`src/rtl/branch_pkg.sv`:
```
// branch_pkg: shared branch-tag types for the allocator, issue queue and checkers
// Contents: BID_W/NUM_TAGS sizing, bid_t tag id, tag_mask_t one-bit-per-tag mask,
// cnt_t occupancy count, sat_add saturating 32-bit accumulate for perf counters.
package branch_pkg;
  localparam int BID_W    = 3;
  localparam int NUM_TAGS = 2 ** BID_W;
  typedef logic [BID_W-1:0]    bid_t;
  typedef logic [NUM_TAGS-1:0] tag_mask_t;
  typedef logic [BID_W:0]      cnt_t;
  function automatic logic [31:0] sat_add(input logic [31:0] a, input logic [1:0] b);
    logic [32:0] s;
    s = {1'b0, a} + 33'(b);
    return s[32] ? '1 : s[31:0];
  endfunction
endpackage

```
`src/rtl/btag_range_mask.sv`:
```
// btag_range_mask: combinational mask of tags in the wrapping half-open range [from, to)
// Ports: from (first tag), to (one past last tag), mask (bit i set when i is in range).
// from == to yields an empty mask; callers handle the all-tags case themselves.
import branch_pkg::*;
module btag_range_mask (
  input  bid_t      from,
  input  bid_t      to,
  output tag_mask_t mask
);
  for (genvar i = 0; i < NUM_TAGS; i++) begin : g_bit
    assign mask[i] = bid_t'(bid_t'(i) - from) < bid_t'(to - from);
  end
endmodule

```
`src/rtl/branch_tag_alloc.sv`:
```
// branch_tag_alloc: branch-ID pool with dual-lane allocation, in-order retire and mispredict flush
// Ports: clk, rst (async, active low); alloc_req_1/2 -> alloc_gnt_1/2 and lane_bid_1/2 (comb);
// resolve_vld/resolve_bid/resolve_mispr from the branch unit; registered flush_en/flush_id/flush_mask;
// branch_full, branch_empty, live_cnt occupancy status.
// Optional: BTAG_PERF_EN adds saturating perf_alloc_cnt, perf_mispr_cnt, perf_full_cyc.
import branch_pkg::*;
module branch_tag_alloc (
  input  logic       clk,
  input  logic       rst,
  input  logic       alloc_req_1,
  input  logic       alloc_req_2,
  output logic       alloc_gnt_1,
  output logic       alloc_gnt_2,
  output bid_t       lane_bid_1,
  output bid_t       lane_bid_2,
  input  logic       resolve_vld,
  input  bid_t       resolve_bid,
  input  logic       resolve_mispr,
  output logic       flush_en,
  output bid_t       flush_id,
  output tag_mask_t  flush_mask,
  output logic       branch_full,
  output logic       branch_empty,
  output logic [BID_W:0] live_cnt
`ifdef BTAG_PERF_EN
  ,
  output logic [31:0] perf_alloc_cnt,
  output logic [31:0] perf_mispr_cnt,
  output logic [31:0] perf_full_cyc
`endif
);
  bid_t head, tail;
  cnt_t count, free, kept, grants, retired;
  tag_mask_t resolved, span, live_mask, sq_mask, pop_mask;
  logic full, live, kill, pop1, pop2;
  btag_range_mask u_live (.from(head), .to(tail), .mask(span));
  btag_range_mask u_sq (.from(bid_t'(resolve_bid + 1'b1)), .to(tail), .mask(sq_mask));
  // head == tail is ambiguous; the count disambiguates full from empty
  assign full        = count == cnt_t'(NUM_TAGS);
  assign live_mask   = full ? '1 : span;
  assign live        = resolve_vld & live_mask[resolve_bid];
  assign kill        = live & resolve_mispr;
  assign free        = cnt_t'(NUM_TAGS) - count;
  assign alloc_gnt_1 = alloc_req_1 & (free != '0) & ~kill;
  assign alloc_gnt_2 = alloc_req_2 & ~kill & (alloc_req_1 ? alloc_gnt_1 & (free >= cnt_t'(2)) : free != '0);
  assign lane_bid_1  = alloc_gnt_1 ? tail : tail - 1'b1;
  assign lane_bid_2  = alloc_gnt_2 ? tail + bid_t'(alloc_gnt_1) : lane_bid_1;
  // tags from head up to and including the mispredicted one survive the squash
  assign kept        = cnt_t'(bid_t'(resolve_bid - head)) + cnt_t'(1);
  assign pop1        = (count != '0) & resolved[head];
  // the second pop must not take a tag being squashed this cycle
  assign pop2        = pop1 & (count >= cnt_t'(2)) & resolved[bid_t'(head + 1'b1)] & ~(kill & (resolve_bid == head));
  assign retired     = cnt_t'(pop1) + cnt_t'(pop2);
  assign grants      = cnt_t'(alloc_gnt_1) + cnt_t'(alloc_gnt_2);
  assign pop_mask    = (pop1 ? tag_mask_t'(1) << head : '0) | (pop2 ? tag_mask_t'(1) << bid_t'(head + 1'b1) : '0);
  assign branch_full  = full;
  assign branch_empty = count == '0;
  assign live_cnt     = count;
  always_ff @(posedge clk or negedge rst)
    if (!rst) begin
      head       <= '0;
      tail       <= '0;
      count      <= '0;
      resolved   <= '0;
      flush_en   <= 1'b0;
      flush_id   <= '0;
      flush_mask <= '0;
    end else begin
      head       <= head + bid_t'(retired);
      tail       <= kill ? bid_t'(resolve_bid + 1'b1) : tail + bid_t'(grants);
      count      <= (kill ? kept : count) + grants - retired;
      resolved   <= (resolved | (live ? tag_mask_t'(1) << resolve_bid : '0)) & ~(kill ? sq_mask : '0) & ~pop_mask;
      flush_en   <= kill;
      flush_id   <= kill ? resolve_bid : '0;
      flush_mask <= kill ? sq_mask : '0;
    end
`ifdef BTAG_PERF_EN
  always_ff @(posedge clk or negedge rst)
    if (!rst) begin
      perf_alloc_cnt <= '0;
      perf_mispr_cnt <= '0;
      perf_full_cyc  <= '0;
    end else begin
      perf_alloc_cnt <= sat_add(perf_alloc_cnt, grants[1:0]);
      perf_mispr_cnt <= sat_add(perf_mispr_cnt, {1'b0, kill});
      perf_full_cyc  <= sat_add(perf_full_cyc, {1'b0, full & (alloc_req_1 | alloc_req_2)});
    end
`endif
endmodule
```
`config.mk`:
```
export PLATFORM = sky130hd
export DESIGN_NAME = branch_tag_alloc
export DESIGN_NICKNAME = d
export VERILOG_FILES = /design/src/rtl/branch_pkg.sv /design/src/rtl/btag_range_mask.sv /design/src/rtl/branch_tag_alloc.sv
export SDC_FILE = /design/constraint.sdc
export NUM_CORES = 1
export LEC_CHECK = 0
export ABC_CLOCK_PERIOD_IN_PS = 11100
export CAP_MARGIN = 15
export CORE_MARGIN = 5
export CORE_UTILIZATION = 27
export CTS_BUF_LIST = sky130_fd_sc_hd__clkbuf_2 sky130_fd_sc_hd__clkbuf_4 sky130_fd_sc_hd__clkbuf_8
export DETAILED_ROUTE_END_ITERATION = 10
export GPL_TIMING_DRIVEN = 0
export PLACE_DENSITY = 0.47
export SLEW_MARGIN = 20
export SYNTH_ARGS = -nofsm -noshare
export SYNTH_HDL_FRONTEND = slang
export SYNTH_SLANG_ARGS = --single-unit
```
`constraint.sdc`:
```
create_clock -name clk -period 11.1 [get_ports clk]
set_input_delay 1.665 -clock clk [delete_from_list [all_inputs] [get_ports clk]]
set_output_delay 1.665 -clock clk [all_outputs]
set_load 0.1 [all_outputs]
```
==> summary.md, run 1 <==
| Metric | Value |
|---|---|
| RSZ-0062 raised after global routing | `no` |
| CP Max Fanout | `10` |
| Gpl congestion | `0.7936` |
| WL met2 | `4029 µm` |
| Htree depth | `2` |
| Fin. max-slew vios | `0` |
| Post-route clock skew | `0.005116 ns` |
| Reg2reg end | `live_cnt[3]` |
| Kind of cell adding the most delay to the critical path | `buffers and inverters` |
| Vias in the first global route | `2544` |
| Post-synth top area share | `0.2383` |
| Core area | `11420 µm²` |
| Crit path launch type | `input port` |
| Avg Inst Size Synth | `10.30 µm²` |
| CTS tree | `yes` |
| Number of synthesized flops with an enable pin | `0` |
| Full die area | `13930 µm²` |
| RR Startpoint | `head[1]` |
| Final nets | `415` |
| CTS root buffer | `clkbuf_8` |
| Port Buffers | `34` |
| CP Cell Sequence | `clkdlybuf4s50_1 > buf_2 > and2_1 > a22oi_1 > a211oi_1 > a32oi_2 > o211ai_4 > inv_4 > buf_6 > nor2_1 > ha_1 > ha_1 > inv_1 > o31ai_1 > a211oi_1 > xnor2_1 > clkdlybuf4s50_1` |
| Rel. slew slack | `0.3330` |
| Setup TNS | `0 ns` |
| Fmax achieved | `123.2 MHz` |
| Drt wl/cell | `17.02 µm` |
| Async set or reset register ratio after synthesis | `1.000` |
| Total grt overflow | `0` |
| Number of setup buffers added after CTS | `0` |
| 1st-pass router iterations | `4` |
| Period Utilization, post-route | `0.7312` |
| Worst Setup SP | `resolve_bid[1]` |
| Rows | `39` |
| CP bufs+invs | `6` |
| Worst path max stage delay | `1.18 ns` |
| Fin. Hold Viols | `0` |
| Final core occ | `0.3310` |
| Crit path kind | `in -> out` |
| Total CTS buffers | `5` |
| Clock Tree Buf Depth | `2` |
| Slowest-stage cell, CP | `clkdlybuf4s50_1` |
| Fillers | `1219` |
| Mapped cell area | `3151 µm²` |
| Outcome | `finished clean` |
| Largest net degree at the start of global routing | `26` |
| Crit path required time | `9.44 ns` |
| R2R depth | `20` |
| Area added between synthesis and finish | `19.98%` |
| Warnings from Yosys | `0` |
| Detailed-route via count | `2413` |
| Crit path depth | `17` |
| CTS Hold Bufs | `0` |
| Worst Path Arrival | `6.45 ns` |
| ANT cells | `0` |
| Worst min path class | `reg -> reg` |
| Worst skew pair latency | `0.28 ns` |
| Synth unique cells | `57` |
| Min cycle time layout | `8.117 ns` |
| Reg clk slew, reported paths | `0.07 ns` |
| First-pass GRT wire length | `13810 µm` |
| Top cells by area, synth | `dfrtp_1 24%, ha_1 20%, a2111oi_2 4.8%` |
| Post-CTS sizing | `0` |
| Post-DR vias/cell | `4.904` |
| Top sig layer | `met4` |
| Initial antenna violation count | `0` |
| Ys flop type | `dfrtp_1` |
| Wire length on met3 | `304 µm` |
| Die Width | `118.0 µm` |
| #FFs+latches synth | `30` |
| Final setup viols | `0` |
| CTS sink cnt | `30` |
| Syn_nets | `373` |
| Total track usage | `0.1222` |
| 1st-iter DRT viols | `104` |
| Antenna viol nets, final | `0` |
| R2r setup slk | `5.55 ns` |
| Layout cells sized above 1 | `0.1490` |
| Starting Density | `0.2759` |
| I/O pin count | `35` |
| Worst-margin pin slew | `0.9974 ns` |
| DRC | `0` |
| Yosys top cell by area | `dfrtp_1` |
| CP endpoint kind | `output pin` |
| Die height | `118.0 µm` |
| DP Wirelength | `6817 µm` |
| Max_cap viols | `0` |
| Synthesized instance count | `306` |
| Post-synthesis sequential area ratio | `0.2383` |
| Met1 wire length | `3972 µm` |
| Routed WL | `8375 µm` |
| CP Capture Point | `lane_bid_2[2]` |
[synthesized netlist by cell type (all sizes together), types with 3 or more instances]
library cell / n
a2111oi: 12
a211oi: 14
a21boi: 3
a21o: 7
a21oi: 20
and2: 5
and3: 4
buf: 8
clkbuf: 3
dfrtp: 30
fa: 7
ha: 51
inv: 38
mux4: 4
nand2: 10
nand2b: 7
nand3: 3
nor2: 19
o21ai: 12
xnor2: 15
xor2: 7
[layer usage]
| metal | track usage | vias to the layer above |
|---|---|---|
| met1 | 0.1632 | 1171 |
| met5 | 0 | - |
| met2 | 0.2065 | 54 |
| met3 | 0.02547 | 8 |
| met4 | 0.02007 | 0 |
| li1 | - | 1180 |
[how the worst min path moves through the flow]
| stage | startpoint | end | slack (ns) | depth (start not counted) |
|---|---|---|---|---|
| global route | resolved[0] | resolved[0] | 0.67 | 2 |
| CTS | resolved[4] | resolved[4] | 0.66 | 2 |
| detailed placement | resolved[4] | resolved[4] | 0.64 | 2 |
| floorplan | head[0] | head[0] | 0.60 | 1 |
| finish | resolved[4] | resolved[4] | 0.66 | 2 |
| global placement | resolved[6] | resolved[6] | 0.64 | 2 |
[worst register-to-register path: stages (launching register included)]
cell	delay (ns)
dfrtp_1	0.59
inv_1	0.35
fa_1	0.60
xor3_2	0.30
ha_1	0.34
nor2b_1	0.16
a311oi_2	0.10
a2111oi_4	0.42
a32oi_2	0.13
o211ai_4	0.18
inv_4	0.08
buf_6	0.16
nor2_1	0.32
ha_1	0.21
inv_1	0.08
fa_1	0.61
inv_1	0.06
ha_1	0.28
a21o_1	0.16
a21oi_1	0.18
xnor2_1	0.15
[placed cells by master (no fill, tap or decap), drive strengths merged, types with 10 or more instances in the layout]
cell           synthesis  final
a2111oi               12     12
a211oi                14     14
a21oi                 20     20
buf                    8     10
clkbuf                 3     10
clkdlybuf4s50          0     33
dfrtp                 30     30
ha                    51     51
inv                   38     38
nand2                 10     10
nor2                  19     19
o21ai                 12     12
xnor2                 15     15
[area by class of cell]
class / instances / area (µm²) / area share
multi-input cells: 227 / 2176 / 0.5756
flip-flops and latches: 30 / 750.7 / 0.1986
repair buffers: 35 / 355.3 / 0.09401
well taps: 143 / 178.9 / 0.04734
inverters: 38 / 145.1 / 0.03840
clock buffers: 7 / 90.09 / 0.02383
plain buffers: 11 / 78.83 / 0.02085
clock inverters: 1 / 5.005 / 0.001324
[state kept, by name, summed over array words and instances, names as in the netlist]
name / flops
flush_mask: 8
resolved: 8
live_cnt: 4
flush_id: 3
head: 3
tail: 3
flush_en: 1
[cell families after synthesis]
| logic type | count (synthesis) | synth area share |
|---|---|---|
| simple gates | 54 | 0.08976 |
| mux | 5 | 0.03177 |
| xor+xnor | 24 | 0.07665 |
| fa+ha+maj | 58 | 0.2470 |
| buf+inv | 49 | 0.07109 |
| flops | 30 | 0.2383 |
| compound gates | 86 | 0.2454 |
[stage by stage]
| step | worst slack [ns] | hold slack, ns | instance area, µm² | std cells |
|---|---|---|---|---|
| 2_1_floorplan | 2.642 | 0.6013 | 3151 | 306 |
| 3_3_place_gp | 2.925 | 0.6414 | 3670 | 483 |
| 3_5_place_dp | 2.969 | 0.6364 | 3685 | 484 |
| 4_1_cts | 2.943 | 0.6551 | 3780 | 492 |
| 5_1_grt | 2.636 | 0.6734 | 3780 | 492 |
| 6_report | 2.983 | 0.6625 | 3780 | 492 |
Power of run 1 is left out: the tool's default activity adds up to more than one toggle a clock period on the data nets, which glitch-free logic cannot reach.
==> inputs of run 2 (changes only) <==
--- a/config.mk
+++ b/config.mk
@@ -5,7 +5,7 @@
 export SDC_FILE = /design/constraint.sdc
 export NUM_CORES = 1
 export LEC_CHECK = 0
-export ABC_CLOCK_PERIOD_IN_PS = 11100
+export ABC_CLOCK_PERIOD_IN_PS = 7600
 export CAP_MARGIN = 15
 export CORE_MARGIN = 5
 export CORE_UTILIZATION = 27
==> constraint.sdc (replaced) <==
create_clock -name clk -period 7.6 [get_ports clk]
set_input_delay 1.14 -clock clk [delete_from_list [all_inputs] [get_ports clk]]
set_output_delay 1.14 -clock clk [all_outputs]
set_load 0.1 [all_outputs]
==> summary.md, run 2 (synthesized netlist as in run 1, its figures left out) <==
| Metric | Value |
|---|---|
| Outcome | `finished clean` |
| CTS Hold Bufs | `0 (unchanged)` |
| CP endpoint kind | `output pin` |
| I/O pin count | `35 (unchanged)` |
| R2R depth | `20 (unchanged)` |
| Commonest non-fill, non-tap cell in the layout | `ha_1` |
| Setup TNS | `0 ns (unchanged)` |
| Final core occ | `0.3319 (+0.0008770)` |
| Initial antenna violation count | `0 (unchanged)` |
| First-pass GRT wire length | `13890 µm (+0.55%)` |
| ANT cells | `0 (unchanged)` |
| Total track usage | `0.1224 (+0.0001517)` |
| Post-route clock skew | `0.005520 ns (+0.0004036 ns)` |
| Crit path kind | `reg -> out` |
| Worst Path Arrival | `5.83 ns (-0.62 ns)` |
| Worst-margin pin slew | `0.9911 ns (-0.006325 ns)` |
| Crit path launch type | `flop` |
| CP Max Fanout | `10 (unchanged)` |
| Min cycle time layout | `6.973 ns` |
| Total grt overflow | `0 (unchanged)` |
| Core area | `11420 µm² (unchanged)` |
| Area added between synthesis and finish | `20.29%` |
| CTS sink cnt | `30 (unchanged)` |
| Antenna viol nets, final | `0 (unchanged)` |
| Worst skew pair latency | `0.28 ns (about the same)` |
| DRC | `0 (unchanged)` |
| Met3 Usage GRT | `0.02307 (-0.002403)` |
| Final nets | `415 (unchanged)` |
| Starting Density | `0.2759 (unchanged)` |
| Fin. Hold Viols | `0 (unchanged)` |
| Routed WL | `8345 µm (-0.36%)` |
| Setup slack after layout | `0.6269 ns (-2.357 ns)` |
| Drt wl/cell | `16.96 µm (-0.36%)` |
| Clock Tree Buf Depth | `2 (unchanged)` |
| Max_cap viols | `0 (unchanged)` |
| DP Wirelength | `6798 µm (-0.29%)` |
| CTS tree | `yes` |
| R2r setup slk | `2.07 ns (-3.48 ns)` |
| Most frequent cells in the layout | `51 x ha_1, 37 x inv_1, 32 x clkdlybuf4s50_1` |
| Port Buffers | `34 (unchanged)` |
| Htree depth | `2 (unchanged)` |
| 1st-pass router iterations | `4 (unchanged)` |
| 1st-iter DRT viols | `123 (+18%)` |
| Rows | `39 (unchanged)` |
| Fillers | `1210 (-0.74%)` |
| Number of setup buffers added after CTS | `0 (unchanged)` |
| RSZ-0062 raised after global routing | `no` |
| Rel. slew slack | `0.3372 (+0.004230)` |
| GRT Max-Usage Layer | `met2` |
| CP Capture Point | `lane_bid_2[2]` |
| Total CTS buffers | `5 (unchanged)` |
| CTS root buffer | `clkbuf_8` |
| Reg2reg end | `live_cnt[3]` |
| Layout cells sized above 1 | `0.1519 (+0.002865)` |
| GRT met1 Usage | `0.1669 (+0.003647)` |
| Die height | `118.0 µm (unchanged)` |
| Die Width | `118.0 µm (unchanged)` |
| Fmax achieved | `143.4 MHz` |
| Worst slack at placement | `0.4919 ns (-2.477 ns)` |
| HP Start | `resolved[0]` |
| Vias in the first global route | `2547 (+0.12%)` |
| Reg clk slew, reported paths | `0.07 ns (about the same)` |
| Largest net degree at the start of global routing | `27 (+3.8%)` |
| Post-DR vias/cell | `4.919 (+0.29%)` |
| Final setup viols | `0 (unchanged)` |
| Worst min path class | `reg -> reg` |
| Full die area | `13930 µm² (unchanged)` |
| Detailed-route via count | `2420 (+0.29%)` |
| Gpl congestion | `0.7748 (-2.4%)` |
| Period Utilization, post-route | `0.9175` |
| RR Startpoint | `head[1]` |
| Fin. max-slew vios | `0 (unchanged)` |
| GR Util met2 | `0.2069 (+0.0003536)` |
| Worst Setup SP | `head[1]` |
| Crit path required time | `6.46 ns (-2.98 ns)` |
[run 2: worst min path at each step]
stage / end / depth (start not counted)
2_1_floorplan: head[0] / 1
3_3_place_gp: resolved[6] / 2
3_5_place_dp: resolved[0] / 2
4_1_cts: resolved[0] / 2
5_1_grt: head[0] / 1
6_report: resolved[0] / 2
[run 2: layer usage]
layer  share of wire  vias up  wire length [µm]
met5               0        -                 0
met4          0.0037        0                31
met3           0.032        2               266
met2            0.48       49              4030
met1            0.48     1184              4016
li1                -     1185                 -
[run 2: critical path: stages, from the launching register on]
cell            delay [ns]
dfrtp_1               0.58
inv_1                 0.36
fa_1                  0.60
xor3_2                0.30
ha_1                  0.36
nor2b_1               0.07
a311oi_2              0.39
a2111oi_4             0.14
a32oi_2               0.25
o211ai_4              0.17
inv_4                 0.11
buf_6                 0.15
nor2_1                0.12
ha_1                  0.28
ha_1                  0.19
inv_1                 0.07
o31ai_1               0.07
a211oi_1              0.41
xnor2_2               0.15
dlymetal6s2s_1        0.75
[run 2: per-stage QoR]
stage / hold WS, ns / instance area (µm²) / instances
after global routing: 0.6716 / 3790 / 492
final: 0.6590 / 3790 / 492
after CTS: 0.6598 / 3787 / 492
after global placement: 0.6416 / 3677 / 483
after floorplan: 0.6013 / 3158 / 306
after detailed placement: 0.6419 / 3692 / 484
[run 2: final cells by class]
type                    instances  area (µm²)  share of cell area
clock inverters                 1       5.005            0.001321
plain buffers                  11       78.83             0.02080
multi-input cells             227        2183              0.5761
inverters                      38       145.1             0.03830
well taps                     143       178.9             0.04721
repair buffers                 35       357.8             0.09442
clock buffers                   7       90.09             0.02377
flip-flops and latches         30       750.7              0.1981
[run 2: timing repair]
action | 4_1_cts | 5_1_grt
endpoints found under the hold margin | 0 | 0
resized for setup | 0 | 1
endpoints found under the setup margin | 0 | 1
Power of run 2 is left out for the same reason.
